`src/rtl/dispatch_queue_pkg.sv`:
```
// Shared types for the decode-and-dispatch stage: functional-unit enum,
// decoded entry layout and RV opcode constants.
package dispatch_queue_pkg;

    // Decoded immediates are always built at this width; the top slices to XLEN.
    localparam int IMM_W = 64;

    typedef enum logic [1:0] {
        ALU = 2'd0,
        LSU = 2'd1,
        BU  = 2'd2
    } e_functional_unit;

    typedef struct packed {
        e_functional_unit fu;
        logic [31:0]      insn;
        logic [4:0]       rd;
        logic [4:0]       rs1;
        logic [4:0]       rs2;
        logic [IMM_W-1:0] imm;
    } dispatch_entry_t;

    localparam logic [6:0] OPC_OP        = 7'b0110011;
    localparam logic [6:0] OPC_OP_IMM    = 7'b0010011;
    localparam logic [6:0] OPC_OP_32     = 7'b0111011;
    localparam logic [6:0] OPC_OP_IMM_32 = 7'b0011011;
    localparam logic [6:0] OPC_LUI       = 7'b0110111;
    localparam logic [6:0] OPC_AUIPC     = 7'b0010111;
    localparam logic [6:0] OPC_LOAD      = 7'b0000011;
    localparam logic [6:0] OPC_STORE     = 7'b0100011;
    localparam logic [6:0] OPC_BRANCH    = 7'b1100011;
    localparam logic [6:0] OPC_JAL       = 7'b1101111;
    localparam logic [6:0] OPC_JALR      = 7'b1100111;

    function automatic logic [IMM_W-1:0] sext32(input logic [31:0] v);
        return {{(IMM_W-32){v[31]}}, v};
    endfunction

endpackage

```
`src/rtl/dispatch_queue_if.sv`:
```
// Fetch-side poll handshake and dispatch-side valid/ready bundle.
// slave = the queue, master = whoever drives fetch and the reservation stations.
interface dispatch_queue_if
    import dispatch_queue_pkg::*;
#(
    parameter int XLEN = 64
);
    logic             fetch_ready_i;
    logic [31:0]      fetch_insn_i;
    logic             instruction_poll_o;
    logic             dispatch_valid_o;
    logic             dispatch_ready_i;
    e_functional_unit dispatch_fu_o;
    logic [31:0]      dispatch_insn_o;
    logic [4:0]       dispatch_rd_o;
    logic [4:0]       dispatch_rs1_o;
    logic [4:0]       dispatch_rs2_o;
    logic [XLEN-1:0]  dispatch_imm_o;
    logic             illegal_o;

    modport slave (
        input  fetch_ready_i, fetch_insn_i, dispatch_ready_i,
        output instruction_poll_o, dispatch_valid_o, dispatch_fu_o, dispatch_insn_o,
               dispatch_rd_o, dispatch_rs1_o, dispatch_rs2_o, dispatch_imm_o, illegal_o
    );

    modport master (
        output fetch_ready_i, fetch_insn_i, dispatch_ready_i,
        input  instruction_poll_o, dispatch_valid_o, dispatch_fu_o, dispatch_insn_o,
               dispatch_rd_o, dispatch_rs1_o, dispatch_rs2_o, dispatch_imm_o, illegal_o
    );
endinterface

```
`src/rtl/dispatch_queue_rv_decode.sv`:
```
// Combinational RV decoder: opcode to functional unit, register fields with
// format-based zeroing, and the sign-extended immediate.
module rv_decode
    import dispatch_queue_pkg::*;
(
    input  logic [31:0]     insn_i,
    output dispatch_entry_t entry_o,
    output logic            legal_o
);
    logic [31:0] imm_i, imm_s, imm_b, imm_u, imm_j;

    always_comb begin
        imm_i = {{20{insn_i[31]}}, insn_i[31:20]};
        imm_s = {{20{insn_i[31]}}, insn_i[31:25], insn_i[11:7]};
        imm_b = {{19{insn_i[31]}}, insn_i[31], insn_i[7], insn_i[30:25], insn_i[11:8], 1'b0};
        imm_u = {insn_i[31:12], 12'b0};
        imm_j = {{11{insn_i[31]}}, insn_i[31], insn_i[19:12], insn_i[20], insn_i[30:21], 1'b0};

        entry_o      = '0;
        entry_o.insn = insn_i;
        entry_o.rd   = insn_i[11:7];
        entry_o.rs1  = insn_i[19:15];
        entry_o.rs2  = insn_i[24:20];
        legal_o      = 1'b1;

        case (insn_i[6:0])
            OPC_OP, OPC_OP_32: begin
                entry_o.fu = ALU;
            end
            OPC_OP_IMM, OPC_OP_IMM_32: begin
                entry_o.fu  = ALU;
                entry_o.rs2 = '0;
                entry_o.imm = sext32(imm_i);
            end
            OPC_LUI, OPC_AUIPC: begin
                entry_o.fu  = ALU;
                entry_o.rs1 = '0;
                entry_o.rs2 = '0;
                entry_o.imm = sext32(imm_u);
            end
            OPC_LOAD: begin
                entry_o.fu  = LSU;
                entry_o.rs2 = '0;
                entry_o.imm = sext32(imm_i);
            end
            OPC_STORE: begin
                entry_o.fu  = LSU;
                entry_o.rd  = '0;
                entry_o.imm = sext32(imm_s);
            end
            OPC_BRANCH: begin
                entry_o.fu  = BU;
                entry_o.rd  = '0;
                entry_o.imm = sext32(imm_b);
            end
            OPC_JAL: begin
                entry_o.fu  = BU;
                entry_o.rs1 = '0;
                entry_o.rs2 = '0;
                entry_o.imm = sext32(imm_j);
            end
            OPC_JALR: begin
                entry_o.fu  = BU;
                entry_o.rs2 = '0;
                entry_o.imm = sext32(imm_i);
            end
            default: begin
                legal_o = 1'b0;
            end
        endcase
    end
endmodule

```
`src/rtl/dispatch_queue.sv`:
```
// Decode-and-dispatch stage: polls fetch, decodes, queues in order and issues
// one entry per cycle over valid/ready. No bypass and no pop-through when full.
module dispatch_queue
    import dispatch_queue_pkg::*;
#(
    parameter int XLEN  = 64,
    parameter int DEPTH = 4
) (
    input logic              clk,
    input logic              rst,
    dispatch_queue_if.slave  bus
);
    localparam int AW = $clog2(DEPTH);

    dispatch_entry_t mem_q [DEPTH];
    dispatch_entry_t mem_d [DEPTH];
    logic [AW-1:0]   head_q, head_d, tail_q, tail_d;
    logic [AW:0]     count_q, count_d;
    logic            illegal_q, illegal_d;

    dispatch_entry_t dec_entry, head_entry;
    logic            dec_legal;
    logic            poll, push, pop, valid;

    rv_decode u_decode (
        .insn_i  (bus.fetch_insn_i),
        .entry_o (dec_entry),
        .legal_o (dec_legal)
    );

    always_comb begin
        valid = (count_q != '0);
        // count never exceeds DEPTH, so its MSB alone means full
        poll  = bus.fetch_ready_i && !count_q[AW] && !illegal_q && !rst;
        push  = poll && dec_legal;
        pop   = valid && bus.dispatch_ready_i;

        head_entry = valid ? mem_q[head_q] : '0;

        mem_d = mem_q;
        if (push) mem_d[tail_q] = dec_entry;

        head_d = pop  ? head_q + AW'(1) : head_q;
        tail_d = push ? tail_q + AW'(1) : tail_q;

        count_d = count_q;
        case ({push, pop})
            2'b10:   count_d = count_q + (AW+1)'(1);
            2'b01:   count_d = count_q - (AW+1)'(1);
            default: count_d = count_q;
        endcase

        illegal_d = illegal_q || (poll && !dec_legal);
    end

    always_ff @(posedge clk) begin
        if (rst) begin
            head_q    <= '0;
            tail_q    <= '0;
            count_q   <= '0;
            illegal_q <= 1'b0;
        end else begin
            head_q    <= head_d;
            tail_q    <= tail_d;
            count_q   <= count_d;
            illegal_q <= illegal_d;
        end
    end

    // Storage needs no reset: count gates visibility of every slot.
    always_ff @(posedge clk) begin
        mem_q <= mem_d;
    end

    assign bus.instruction_poll_o = poll;
    assign bus.dispatch_valid_o   = valid;
    assign bus.dispatch_fu_o      = head_entry.fu;
    assign bus.dispatch_insn_o    = head_entry.insn;
    assign bus.dispatch_rd_o      = head_entry.rd;
    assign bus.dispatch_rs1_o     = head_entry.rs1;
    assign bus.dispatch_rs2_o     = head_entry.rs2;
    assign bus.dispatch_imm_o     = head_entry.imm[XLEN-1:0];
    assign bus.illegal_o          = illegal_q;
endmodule

```
`src/flat_wrapper.sv`:
```
// flat-port wrapper written by rule: the top's interface ports become plain ports
module dispatch_queue_flat import dispatch_queue_pkg::*;
#(
    parameter int XLEN  = 64,
    parameter int DEPTH = 4
)
  (clk, rst, bus_fetch_ready_i, bus_fetch_insn_i, bus_dispatch_ready_i, bus_instruction_poll_o, bus_dispatch_valid_o, bus_dispatch_fu_o, bus_dispatch_insn_o, bus_dispatch_rd_o, bus_dispatch_rs1_o, bus_dispatch_rs2_o, bus_dispatch_imm_o, bus_illegal_o);
  dispatch_queue_if #(.XLEN(XLEN)) bus_i ();
  input logic clk;
  input logic rst;
  input wire logic [$bits(bus_i.fetch_ready_i)-1:0] bus_fetch_ready_i;
  input wire logic [$bits(bus_i.fetch_insn_i)-1:0] bus_fetch_insn_i;
  input wire logic [$bits(bus_i.dispatch_ready_i)-1:0] bus_dispatch_ready_i;
  output wire logic [$bits(bus_i.instruction_poll_o)-1:0] bus_instruction_poll_o;
  output wire logic [$bits(bus_i.dispatch_valid_o)-1:0] bus_dispatch_valid_o;
  output wire logic [$bits(bus_i.dispatch_fu_o)-1:0] bus_dispatch_fu_o;
  output wire logic [$bits(bus_i.dispatch_insn_o)-1:0] bus_dispatch_insn_o;
  output wire logic [$bits(bus_i.dispatch_rd_o)-1:0] bus_dispatch_rd_o;
  output wire logic [$bits(bus_i.dispatch_rs1_o)-1:0] bus_dispatch_rs1_o;
  output wire logic [$bits(bus_i.dispatch_rs2_o)-1:0] bus_dispatch_rs2_o;
  output wire logic [$bits(bus_i.dispatch_imm_o)-1:0] bus_dispatch_imm_o;
  output wire logic [$bits(bus_i.illegal_o)-1:0] bus_illegal_o;
  assign bus_i.fetch_ready_i = bus_fetch_ready_i;
  assign bus_i.fetch_insn_i = bus_fetch_insn_i;
  assign bus_i.dispatch_ready_i = bus_dispatch_ready_i;
  assign bus_instruction_poll_o = bus_i.instruction_poll_o;
  assign bus_dispatch_valid_o = bus_i.dispatch_valid_o;
  assign bus_dispatch_fu_o = bus_i.dispatch_fu_o;
  assign bus_dispatch_insn_o = bus_i.dispatch_insn_o;
  assign bus_dispatch_rd_o = bus_i.dispatch_rd_o;
  assign bus_dispatch_rs1_o = bus_i.dispatch_rs1_o;
  assign bus_dispatch_rs2_o = bus_i.dispatch_rs2_o;
  assign bus_dispatch_imm_o = bus_i.dispatch_imm_o;
  assign bus_illegal_o = bus_i.illegal_o;
  dispatch_queue #(.XLEN(XLEN), .DEPTH(DEPTH)) u_core (.clk(clk), .rst(rst), .bus(bus_i));
endmodule
```
`config.mk`:
```
export PLATFORM = sky130hd
export DESIGN_NAME = dispatch_queue_flat
export DESIGN_NICKNAME = d
export VERILOG_FILES = /design/src/rtl/dispatch_queue_pkg.sv /design/src/rtl/dispatch_queue_if.sv /design/src/rtl/dispatch_queue_rv_decode.sv /design/src/rtl/dispatch_queue.sv /design/src/flat_wrapper.sv
export SDC_FILE = /design/constraint.sdc
export NUM_CORES = 1
export LEC_CHECK = 0
export ABC_AREA = 1
export ABC_CLOCK_PERIOD_IN_PS = 19500
export CAP_MARGIN = 20
export CORE_MARGIN = 4
export CORE_UTILIZATION = 40
export CTS_BUF_LIST = sky130_fd_sc_hd__clkbuf_16
export DETAILED_ROUTE_END_ITERATION = 6
export PLACE_DENSITY = 0.56
export SYNTH_ARGS = -nofsm -noshare
export SYNTH_HDL_FRONTEND = slang
export SYNTH_HIERARCHICAL = 1
export SYNTH_SLANG_ARGS = --single-unit
```
`constraint.sdc`:
```
create_clock -name clk -period 19.5 [get_ports clk]
set_input_delay 3.9 -clock clk [delete_from_list [all_inputs] [get_ports clk]]
set_output_delay 3.9 -clock clk [all_outputs]
set_load 0.01 [all_outputs]
```
**Word level (Yosys, flattened, before mapping)**

Cells that the tools add are included.

- Output and inout bits: 116
- Logic and storage cells: 86
- Register bits: 460
- Input port bits: 36

- Add/sub/neg operators: 4
- Muxes and demuxes: 14
- Reductions and logical operators: 22
- Eq/ne operators: 13
- Bitwise gates (word level): 2
- Magnitude comparators: 3

Operator list:

| operator | number |
|---|---|
| bitwise mux 452 bit | 1 |
| 2-to-1 mux 113 bit | 4 |
| case mux 64 bit (5 select lines) | 1 |
| binary-select mux 113 bit (select 2 bit) | 1 |
| demux 113 bit (select 2 bit) | 1 |
| == test 7 x 6 -> 1 bit, second input constant | 4 |
| == test 7 x 5 -> 1 bit, second input constant | 3 |
| == test 7 bit, second input constant | 3 |
| 2-to-1 mux 5 bit | 3 |
| OR reduction 11 bit | 1 |
| == test 7 x 2 -> 1 bit, second input constant | 1 |
| logical AND 1 bit | 7 |
| OR reduction 7 bit | 1 |
| greater-or-equal comparator 3 bit, second input constant | 2 |
| inverter 2 -> 3 bit | 2 |
| case mux 3 bit (2 select lines) | 1 |
| OR reduction 2 bit | 3 |
| OR reduction 3 bit | 2 |
| adder 2 x 1 -> 2 bit, second input constant | 2 |
| zero test 1 bit | 4 |
| case mux 2 bit (2 select lines) | 1 |
| OR reduction 4 bit | 1 |
| adder 3 x 1 -> 3 bit, second input constant | 1 |
| < comparator 3 x 1 -> 1 bit, second input constant | 1 |
| 7 further kinds | 7 |

**Longest topological paths before layout**

- Depth in word-level cells: 7
- Gate-level depth with buffers: 17
- Gate-level depth less buffers: 17

**Hierarchy**

The synthesis kept the hierarchy.

By module, submodules not included:

| module | seq. area each (um^2) | cells an instance | area an instance (um^2) | times used |
|---|---|---|---|---|
| dispatch_queue | 13733.2 | 1406 | 18061.1 | 1 |
| rv_decode | 0.0 | 222 | 1154.9 | 1 |

**Least setup slack after synthesis**

OpenSTA, ideal clock, no wires.

- Kind: input to register
- From: input port bus_fetch_insn_i[4]
- To: register u_core/mem_q[0] in the netlist's numbering (enable)
- Cell stages on the path: 9
- Library setup time: 0.587 ns
- Path buffers: 0
- Setup slack: 9.407 ns
- Data required time: 18.913 ns
- Arrival: 9.507 ns
- Path through: inv_1 -> nand2_2 -> nor2_2 -> nand2_1 -> o21ai_0 -> nor2_1 -> nand3b_1 -> nand3_1 -> nor2_1

- Word-level cells in the longest chain between the ends: 4
- Elaborated cells on any way between the ends: 14
- Classes of those cells: 11 x eq/ne; 1 x mux; 2 x reduce/logical

RTL lines:

| element | RTL line | text |
|---|---|---|
| start: declaration | flat_wrapper.sv:12 | `input wire logic [$bits(bus_i.fetch_insn_i)-1:0] bus_fetch_insn_i;` |
| == test 7 bit, or another cell as far along | dispatch_queue_rv_decode.sv:26 | `case (insn_i[6:0])` |
| OR reduction 11 bit (no source line) (*) | -- |  |
| 2-to-1 mux 1 bit (*) | dispatch_queue_rv_decode.sv:26 |  |
| named net u_core.dec_legal | dispatch_queue.sv:22 | `logic dec_legal;` |
| logical AND 1 bit (*) | dispatch_queue.sv:35 | `push = poll && dec_legal;` |
| end signal: assignment | dispatch_queue.sv:72 | `mem_q <= mem_d;` |
| end: declaration | dispatch_queue.sv:15 | `dispatch_entry_t mem_q [DEPTH];` |

Mark *: on every way through the listed nets, which the timed path passes. The rest lies on a longest branch.
A chain may end at the register's enable or synchronous reset.

**Final worst setup path**

- From: input port bus_fetch_ready_i
- To: output port bus_instruction_poll_o

- Word-level cells in the longest chain between the ends: 3

RTL lines:

| element | RTL line | text |
|---|---|---|
| start: declaration | flat_wrapper.sv:11 | `input wire logic [$bits(bus_i.fetch_ready_i)-1:0] bus_fetch_ready_i;` |
| logical AND 1 bit (3 in series) | dispatch_queue.sv:34 | `poll = bus.fetch_ready_i && !count_q[AW] && !illegal_q && !rst;` |
| end: declaration | flat_wrapper.sv:14 | `output wire logic [$bits(bus_i.instruction_poll_o)-1:0] bus_instruction_poll_o;` |

Every way passes these cells.

==> results.cfg <==
[run_status]
status = completed

[clocking]
clk_latency_ns = 0.58
cts_made_buffers = 49
ctsHoldBuffers = 0
cts.repair.resized = 0
htreeDepth = 2
cts.sink_count = 460
post_cts_buffers = 0
clockRootBuffer = clkbuf_16
path_clk_slew_ns = 0.06
cts_tree = yes
clock_path_buffers = 3

[final_layout]
drive_gt1_frac = 0.0607
antenna_cells = 0
synthToLayoutAreaGrowth_pct = 14.7
fillerInstances = 4334
fin_nets = 1734
utilization = 0.463

[yosys]
synth_top_area_share = 0.706
syn_area_per_cell_um2 = 11.8
synth_common_cells = nor2_1, edfxtp_1, o21ai_0
netlist_instances = 1628
syn-num-nets = 1670
yosysMostFrequentCell = nor2_1
synth-seq-cells = 460
seq_area_frac_synth = 0.715
async_reset_ff_frac = 0
synth-edff-count = 452
synth_area_um2 = 19200
synthFlopType = edfxtp_1
synthDistinctLibCells = 27
yosysWarningCount = 6
synth.area.top_cells = edfxtp_1, nor2_1, o21ai_0
yosysTopAreaCell = edfxtp_1

[place]
pre_cts_slack_ns = 10.41
place.detailed.hpwl_um = 24700
port_buffers = 151
routabilityCongestion = 0.792

[routing]
drt-initial-drc-count = 1012
route.detailed.drc = 0
ant_nets = 0
vias = 11773
wl_per_cell_um = 19.3
firstDrtPassIters = 5
vias_per_cell = 5.02
drt_wl_total_um = 45200

[critical_path]
crit_slowest_cell = clkdlybuf4s50_1
cp_max_fo = 2
worst_ep_required_time_ns = 15.60
crit_start = bus_fetch_ready_i
cp.arrival_ns = 5.19
r2r_start = u_core/count_q[2]
critPathCaptureType = output port
crit_chain = clkdlybuf4s50_1, inv_1, nor4_1, clkdlybuf4s50_1
cp-start-kind = input pin
critPathKind = input pin to output port
critPathMaxStageDelay_ns = 0.58
timing.critical_path.mode_cell = clkdlybuf4s50_1

[timing]
setup_viol = 0
tns_ns = 0
final-hold-violation-count = 0
drv_slew = 0
worst_pin_slew_ns = 1.04
timing.fmax_ghz = 0.110
slew_headroom = 0.310
whs_ns = 0.496
finalCriticalPeriod_ns = 9.09
finalCritPeriodShare = 0.466
fin_skew_ns = 0.0174
rsz0062_at_grt = no
finalWorstSetupSlack_ns = 10.41

[pwr]
power.density_nw_per_um2 = 109
p_leak_nw = 7.63
power_mw = 2.40
irDropWorstVdd_v = 0.000108

[global_routing]
grt_usage = 0.173
grt_overflow = 0
grt_pass1_wl_um = 68500
grt_pass1_vias = 11163
antenna_found_initial = 1
grt_max_degree = 117

[floorplanning]
die_height_um = 227
rows = 80
fp.dieW_um = 227
fp.coreArea_um2 = 47600
dieArea_um2 = 51600
start_util = 0.403
io_pins = 152

[hold_path]
hold_class = flop to flop
min_from = u_core/bus.illegal_o

[run]
drv_cap = 0
## worst paths after layout
check,end,slack [ns],cells past startpoint
hold reg to reg,u_core/bus.illegal_o,0.50,2
hold / removal,u_core/bus.illegal_o,0.50,2
setup reg to reg,u_core/mem_q[445],16.08,5
setup / recovery,bus_instruction_poll_o,10.41,4
## power breakdown
| group | switching, mW | leakage [nW] | total (mW) | internal, mW |
|---|---|---|---|---|
| logic | 0.275 | 2.82 | 0.461 | 0.185 |
| registers | 0.0111 | 4.05 | 1.10 | 1.09 |
| clock network | 0.372 | 0.762 | 0.842 | 0.469 |
| total | 0.659 | 7.63 | 2.40 | 1.74 |
## logic make-up (layout without fill, tap and decap cells)
family / after synthesis / after routing / synth area share
buffers and inverters: 206 / 309 / 0.0677
AND/OR/NAND/NOR: 606 / 606 / 0.122
adder cells (fa/ha/maj): 6 / 6 / 0.00430
AO/OA/AOI/OAI: 350 / 350 / 0.0912
flip-flops: 460 / 460 / 0.715
## registers in the layout, indices dropped and copies added (netlist names)
name                  cells
u_core/head_q             2
u_core/tail_q             2
u_core/mem_q            452
u_core/count_q            3
u_core/bus.illegal_o      1
## layer usage
| layer | share of wire | global-route usage |
|---|---|---|
| met2 | 0.47 | 0.275 |
| met4 | 0.022 | 0.0437 |
| met1 | 0.46 | 0.246 |
| met5 | 0.00029 | 0 |
| met3 | 0.049 | 0.0339 |
## cell type report
| class | instances | area, um^2 | area share |
|---|---|---|---|
| inverters | 51 | 204 | 0.00925 |
| clock inverters | 41 | 230 | 0.0104 |
| flip-flops and latches | 460 | 13700 | 0.623 |
| multi-input cells | 962 | 4220 | 0.191 |
| well taps | 615 | 769 | 0.0349 |
| repair buffers | 168 | 1660 | 0.0752 |
| clock buffers | 49 | 1230 | 0.0556 |
## stage by stage
| step | instance area (um^2) | std cells |
|---|---|---|
| 6_report | 22000 | 2346 |
| 3_5_place_dp | 20600 | 2255 |
| 5_1_grt | 22000 | 2346 |
| 3_3_place_gp | 20600 | 2255 |
| 4_1_cts | 22000 | 2345 |
| 2_1_floorplan | 19200 | 1628 |
## cell usage in the layout, fill, tap and decap left out, drive strengths merged
cell type | netlist | final
clkbuf | 22 | 49
clkinv | 0 | 26
dfxtp | 8 | 8
nor4 | 1 | 1
buf | 133 | 17
nand2 | 95 | 95
nand3 | 12 | 12
nand3b | 2 | 2
nor2 | 494 | 494
o21ai | 233 | 233
clkinvlp | 0 | 1
inv | 51 | 64
a21oi | 117 | 117
bufinv | 0 | 1
ha | 5 | 5
clkdlybuf4s50 | 0 | 151
edfxtp | 452 | 452
nand4 | 1 | 1
nor3 | 1 | 1
fa | 1 | 1
## worst max-delay path: cells and delay by family
kind | cells | cell delay (ns)
buf+inv | 3 | 1.08
simple gates | 1 | 0.21
Note: power is estimated with default switching activity, not from simulation.
